==> config.mk <==
export PLATFORM = sky130hd
export DESIGN_NAME = echo_meas_flat
export DESIGN_NICKNAME = d
export VERILOG_FILES = /design/src/rtl/echo_meas_if.sv /design/src/rtl/echo_meas.sv /design/src/flat_wrapper.sv
export SDC_FILE = /design/constraint.sdc
export NUM_CORES = 1
export LEC_CHECK = 0
export CORE_UTILIZATION = 30
export DETAILED_ROUTE_END_ITERATION = 8
export PLACE_DENSITY = 0.55
export SETUP_SLACK_MARGIN = 0.2
export SKIP_LAST_GASP = 1
export SLEW_MARGIN = 20
export SYNTH_ARGS = -nofsm -noshare
export SYNTH_HDL_FRONTEND = slang
export SYNTH_SLANG_ARGS = --single-unit
==> constraint.sdc <==
create_clock -name clk -period 3.3 [get_ports clk]
set_input_delay 0.99 -clock clk [delete_from_list [all_inputs] [get_ports clk]]
set_output_delay 0.99 -clock clk [all_outputs]
set_load 0.05 [all_outputs]
==> src/rtl/echo_meas_if.sv <==
// echo_meas bus: arm/echo inputs and the registered result bundle.
interface echo_meas_if #(
    parameter int WIDTH = 16
);
    logic             start;
    logic             echo;
    logic             busy;
    logic             valid;
    logic [WIDTH-1:0] width;
    logic [1:0]       err;

    modport master (
        output start, echo,
        input  busy, valid, width, err
    );

    modport slave (
        input  start, echo,
        output busy, valid, width, err
    );
endinterface

==> src/rtl/echo_meas.sv <==
// Ultrasonic echo high-time meter in prescaled ticks.
// Optional ECHO_GLITCH_FILTER_EN: 3-cycle stability filter on echo.
module echo_meas #(
    parameter int WIDTH     = 16,
    parameter int PRESCALE  = 50,
    parameter int MAX_WAIT  = 1000,
    parameter int MAX_TICKS = 60000
) (
    input  logic        clk,
    input  logic        rst,
    echo_meas_if.slave  bus
);
    localparam int PW = $clog2(PRESCALE);
    localparam logic [PW-1:0]    PS_LAST = PW'(PRESCALE - 1);
    localparam logic [WIDTH-1:0] WAIT_T  = WIDTH'(MAX_WAIT);
    localparam logic [WIDTH-1:0] SAT_T   = WIDTH'(MAX_TICKS);

    typedef enum logic [1:0] {
        S_IDLE,
        S_WAIT,
        S_MEAS,
        S_DONE
    } state_t;

    state_t           r_state;
    state_t           w_state_n;
    logic [PW-1:0]    r_presc;
    logic [PW-1:0]    w_presc_n;
    logic [WIDTH-1:0] r_tick;
    logic [WIDTH-1:0] w_tick_n;
    logic [WIDTH-1:0] r_width;
    logic [WIDTH-1:0] w_width_n;
    logic [1:0]       r_err;
    logic [1:0]       w_err_n;

    logic r_sync1;
    logic r_sync2;
    logic r_prev;
    logic w_echo_f;
    logic w_rise;
    logic w_fall;

    always_ff @(posedge clk or negedge rst) begin
        if (!rst) begin
            r_sync1 <= 1'b0;
            r_sync2 <= 1'b0;
            r_prev  <= 1'b0;
        end else begin
            r_sync1 <= bus.echo;
            r_sync2 <= r_sync1;
            r_prev  <= w_echo_f;
        end
    end

`ifdef ECHO_GLITCH_FILTER_EN
    logic r_h1;
    logic r_h2;
    logic r_filt;
    logic w_all_hi;
    logic w_all_lo;

    // Level moves only once three consecutive samples agree.
    assign w_all_hi = r_sync2 & r_h1 & r_h2;
    assign w_all_lo = ~(r_sync2 | r_h1 | r_h2);

    always_comb begin
        w_echo_f = r_filt;
        if (w_all_hi) begin
            w_echo_f = 1'b1;
        end else if (w_all_lo) begin
            w_echo_f = 1'b0;
        end
    end

    always_ff @(posedge clk or negedge rst) begin
        if (!rst) begin
            r_h1   <= 1'b0;
            r_h2   <= 1'b0;
            r_filt <= 1'b0;
        end else begin
            r_h1   <= r_sync2;
            r_h2   <= r_h1;
            r_filt <= w_echo_f;
        end
    end
`else
    assign w_echo_f = r_sync2;
`endif

    assign w_rise = w_echo_f & ~r_prev;
    assign w_fall = ~w_echo_f & r_prev;

    always_ff @(posedge clk or negedge rst) begin
        if (!rst) begin
            r_state <= S_IDLE;
            r_presc <= '0;
            r_tick  <= '0;
            r_width <= '0;
            r_err   <= 2'b00;
        end else begin
            r_state <= w_state_n;
            r_presc <= w_presc_n;
            r_tick  <= w_tick_n;
            r_width <= w_width_n;
            r_err   <= w_err_n;
        end
    end

    always_comb begin
        w_state_n = r_state;
        w_presc_n = r_presc;
        w_tick_n  = r_tick;
        w_width_n = r_width;
        w_err_n   = r_err;
        unique case (r_state)
            S_IDLE: begin
                if (bus.start) begin
                    w_state_n = S_WAIT;
                    w_presc_n = '0;
                    w_tick_n  = '0;
                end
            end
            S_WAIT: begin
                if (w_rise) begin
                    // The edge cycle is the first high cycle.
                    w_state_n = S_MEAS;
                    w_presc_n = PW'(1);
                    w_tick_n  = '0;
                end else if (r_tick == WAIT_T) begin
                    w_state_n = S_DONE;
                    w_width_n = '0;
                    w_err_n   = 2'b01;
                end else if (r_presc == PS_LAST) begin
                    w_presc_n = '0;
                    w_tick_n  = r_tick + WIDTH'(1);
                end else begin
                    w_presc_n = r_presc + PW'(1);
                end
            end
            S_MEAS: begin
                if (w_fall) begin
                    w_state_n = S_DONE;
                    w_width_n = r_tick;
                    w_err_n   = 2'b00;
                end else if (r_tick == SAT_T) begin
                    w_state_n = S_DONE;
                    w_width_n = SAT_T;
                    w_err_n   = 2'b10;
                end else if (w_echo_f) begin
                    if (r_presc == PS_LAST) begin
                        w_presc_n = '0;
                        w_tick_n  = r_tick + WIDTH'(1);
                    end else begin
                        w_presc_n = r_presc + PW'(1);
                    end
                end
            end
            S_DONE: begin
                w_state_n = S_IDLE;
            end
            default: begin
                w_state_n = S_IDLE;
            end
        endcase
    end

    assign bus.busy  = (r_state != S_IDLE);
    assign bus.valid = (r_state == S_DONE);
    assign bus.width = r_width;
    assign bus.err   = r_err;
endmodule

==> src/flat_wrapper.sv <==
// flat-port wrapper written by rule: the top's interface ports become plain ports
module echo_meas_flat 
#(
    parameter int WIDTH     = 16,
    parameter int PRESCALE  = 50,
    parameter int MAX_WAIT  = 1000,
    parameter int MAX_TICKS = 60000
)
  (clk, rst, bus_start, bus_echo, bus_busy, bus_valid, bus_width, bus_err);
  echo_meas_if #(.WIDTH(WIDTH)) bus_i ();
  input  logic clk;
  input  logic rst;
  input wire logic [$bits(bus_i.start)-1:0] bus_start;
  input wire logic [$bits(bus_i.echo)-1:0] bus_echo;
  output wire logic [$bits(bus_i.busy)-1:0] bus_busy;
  output wire logic [$bits(bus_i.valid)-1:0] bus_valid;
  output wire logic [$bits(bus_i.width)-1:0] bus_width;
  output wire logic [$bits(bus_i.err)-1:0] bus_err;
  assign bus_i.start = bus_start;
  assign bus_i.echo = bus_echo;
  assign bus_busy = bus_i.busy;
  assign bus_valid = bus_i.valid;
  assign bus_width = bus_i.width;
  assign bus_err = bus_i.err;
  echo_meas #(.WIDTH(WIDTH), .PRESCALE(PRESCALE), .MAX_WAIT(MAX_WAIT), .MAX_TICKS(MAX_TICKS)) u_core (.clk(clk), .rst(rst), .bus(bus_i));
endmodule
==> results.yml <==
cells_and_area:
  drive_above_1_share_pct: 6.343
  area.growth.synth_to_final_pct: 15.59
  layout.nets: 279
  instances_no_fill: 370
  num_antenna_cells: 0
clock_tree:
  postCtsSetupBuffers: 0
  numCtsBuffers: 5
  cts_tree: "done"
  postCtsHoldBufs: 0
  clockBufferDepth: 2
  clock-sinks: 45
  ctsResizeCount: 0
  insertion_delay_ps: 300
  path_clk_slew_ps: 90
  root_buffer: "clkbuf_8"
  cts_max_level: 2
synthesis:
  synthesis.nets: 263
  avgSynthCellArea_sq_um: 9.561
  yosys.area_share.simple_pct: 19.40
  synth_xor_xnor_area_share_pct: 0
  synth_cell_types: 43
  mappedNetlistArea_sq_um: 2400
  ys_ff_latch: 45
  synth_adder_area_share_pct: 4.171
  synth_compound_area_share_pct: 23.20
  synth_mux_area_share_pct: 1.356
  ys_seq_area_share_pct: 46.92
  synth_warnings: 0
  synth_top_family_by_area: "compound AO/OA/AOI/OAI gates"
  syn_inst: 251
power:
  power_density_nw_per_um2: 740.1
  worst_ir_drop_vdd_mv: 0.2587
  power.leakage_nw: 1.117
timing:
  min_period_ps: 2938
  fmax_mhz: 340.3
  hold_viol_final: 0
  slew-limit-headroom_pct: 47.41
  finClkSkew_ps: 7.973
  grt_setup_unrepaired: "false"
  setup_viol: 0
  fin_ws_ps: 361.6
  slew_viol_final: 0
  timing.setup.tns_ps: 0
  worst-slew-pin-transition_ps: 781.6
  post-route-period-util_pct: 89.04
critical_path:
  crit_arrival_ps: 1950
  required_ps: 2310
  start_kind: "register"
  worst_r2r_path_depth: 8
  crit_type: "reg -> out"
  critical_path.max_fanout: 4
  endpoint_kind: "primary output"
floorplan:
  die_area_sq_um: 8361
  io_pins: 24
  core_sq_um: 7727
  die_w_um: 91.44
  row_count: 32
  die_y_um: 91.44
  start_util_pct: 31.06
flow_run:
  cap_violations: 0
global_route:
  grt_use_total_pct: 13.65
  grt_overflow: 0
  grt_pass1_vias: 1794
  grt_pass1_wl_um: 9052
  antenna_found_initial: 0
  grt_max_degree: 46
placement:
  port_buffers: 23
  hpwl_um: 3543
  gp_congestion: 0.7255
  place_inst: 362
  dp_slack_ps: 334.3
run_status:
  status: "finished, final reports clean"
route:
  vias_per_cell: 5.154
  wl_per_cell_um: 13.97
  drc_errors: 0
  firstDrtPassIters: 4
  wl_um: 5170
  vias: 1907
  ant_nets: 0
  dr.first_iter.drc_count: 90
worst_hold_path:
  hold_depth: 0
  holdCritPathClass: "reg -> reg"
[cell usage in the layout (no fill, tap or decap), types with 3 or more instances in the layout]
master	netlist	layout
o21ai_0	45	45
dfrtp_1	45	45
nand2_1	22	22
clkdlybuf4s50_1	0	22
nor2_1	14	14
inv_1	11	11
o31ai_1	10	10
a22o_1	9	9
ha_1	8	8
a21oi_1	6	6
nand3_1	5	5
nand4_1	5	5
o41ai_1	5	5
and2_1	5	5
clkbuf_8	0	5
nor2b_1	4	4
nand2b_1	4	4
nand3b_1	3	3
nor3_1	3	3
a31oi_1	3	3
a41oi_1	3	3
[registers in the layout, summed over array words and instances (netlist names)]
name and flops:
u_core.bus.width 16, u_core.r_prev 1, u_core.r_sync2 1, u_core.r_sync1 1, u_core.bus.err 2, u_core.r_presc 6, u_core.r_tick 16, u_core.r_state 2
[cells in the mapped netlist, drive strengths merged]
library cell	n	area, sq um
or4b	1	10.01
nand3b	3	22.52
nand2b	4	25.02
nor3	4	31.28
a21oi	6	30.03
nand4	5	31.28
nand2	22	82.58
nand4bb	1	11.26
o31ai	11	87.58
o41ai	5	43.79
and4b	2	20.02
nor2	14	52.55
nor4	1	6.260
dfrtp	45	1126
a31oi	3	18.77
o21a	1	7.510
clkbuf	9	33.78
o311ai	1	26.28
mux2i	1	10.01
buf	7	43.79
o211ai	1	7.510
nor2b	4	25.02
a22o	9	78.83
and2	5	31.28
and3	2	12.51
nor4bb	1	10.01
o21ai	46	230.2
inv	11	41.29
ha	8	100.1
nand4b	2	17.52
or2	3	21.28
or3	2	12.51
nand3	6	42.54
mux2	2	22.52
a41oi	3	26.28
[routing by layer]
| metal | up-vias | global-route usage (%) | part of all wire [%] |
|---|---|---|---|
| met5 | - | 0 | 0 |
| met4 | 0 | 4.762 | 1.2 |
| met3 | 5 | 3.266 | 3.1 |
| met2 | 36 | 20.86 | 47 |
| met1 | 918 | 18.76 | 48 |
| li1 | 948 | - | - |
[worst max-delay path: stages (launching register included)]
cell	delay, ps
dfrtp_1	410
inv_1	90
ha_1	250
inv_1	90
clkdlybuf4s50_1	800
[area by class of cell]
class	count	area, sq um
Inverter	11	41.29
Fill cell	790	4954
Tap cell	102	127.6
Clock inverter	1	7.507
Clock buffer	7	76.32
Multi-Input combinational cell	179	1155
Timing Repair Buffer	25	240.2
Sequential cell	45	1126
[power breakdown]
group	internal, mW	switching, mW
Sequential	0.622	0.0448
Clock	0.150	0.191
Combinational	0.332	0.713
[per-stage QoR]
stage / total power, mW / util [%] / hold WS [ps] / area (sq um)
after floorplan: 1.517 / - / 331.2 / 2400
after global placement: 1.725 / 34.81 / 335.7 / 2690
after detailed placement: 1.737 / 34.81 / 341.0 / 2690
after CTS: 2.085 / 35.90 / 362.0 / 2774
after global routing: 2.215 / 35.90 / 375.6 / 2774
final: 2.053 / 35.90 / 357.1 / 2774
[cells by family (layout without fill, tap and decap cells)]
group | count (synthesis) | after routing
AO/OA/AOI/OAI | 86 | 86
buffers and inverters | 27 | 44
flip-flops | 45 | 45
multiplexers | 3 | 3
adder cells (fa/ha/maj) | 8 | 8
AND/OR/NAND/NOR | 82 | 82
[path summary, 6_finish.rpt]
kind	from	to	slack, ps
max	u_core.r_state[0]	bus_busy	360
min	u_core.r_sync1	u_core.r_sync2	360
max reg2reg	u_core.r_tick[0]	u_core.r_tick[7]	510
min reg2reg	u_core.r_sync1	u_core.r_sync2	360
max in group asynchronous	rst	u_core.bus.width[7]	2130
min in group asynchronous	rst	u_core.bus.width[12]	770
No activity file was read; power rests on OpenSTA's default activity.
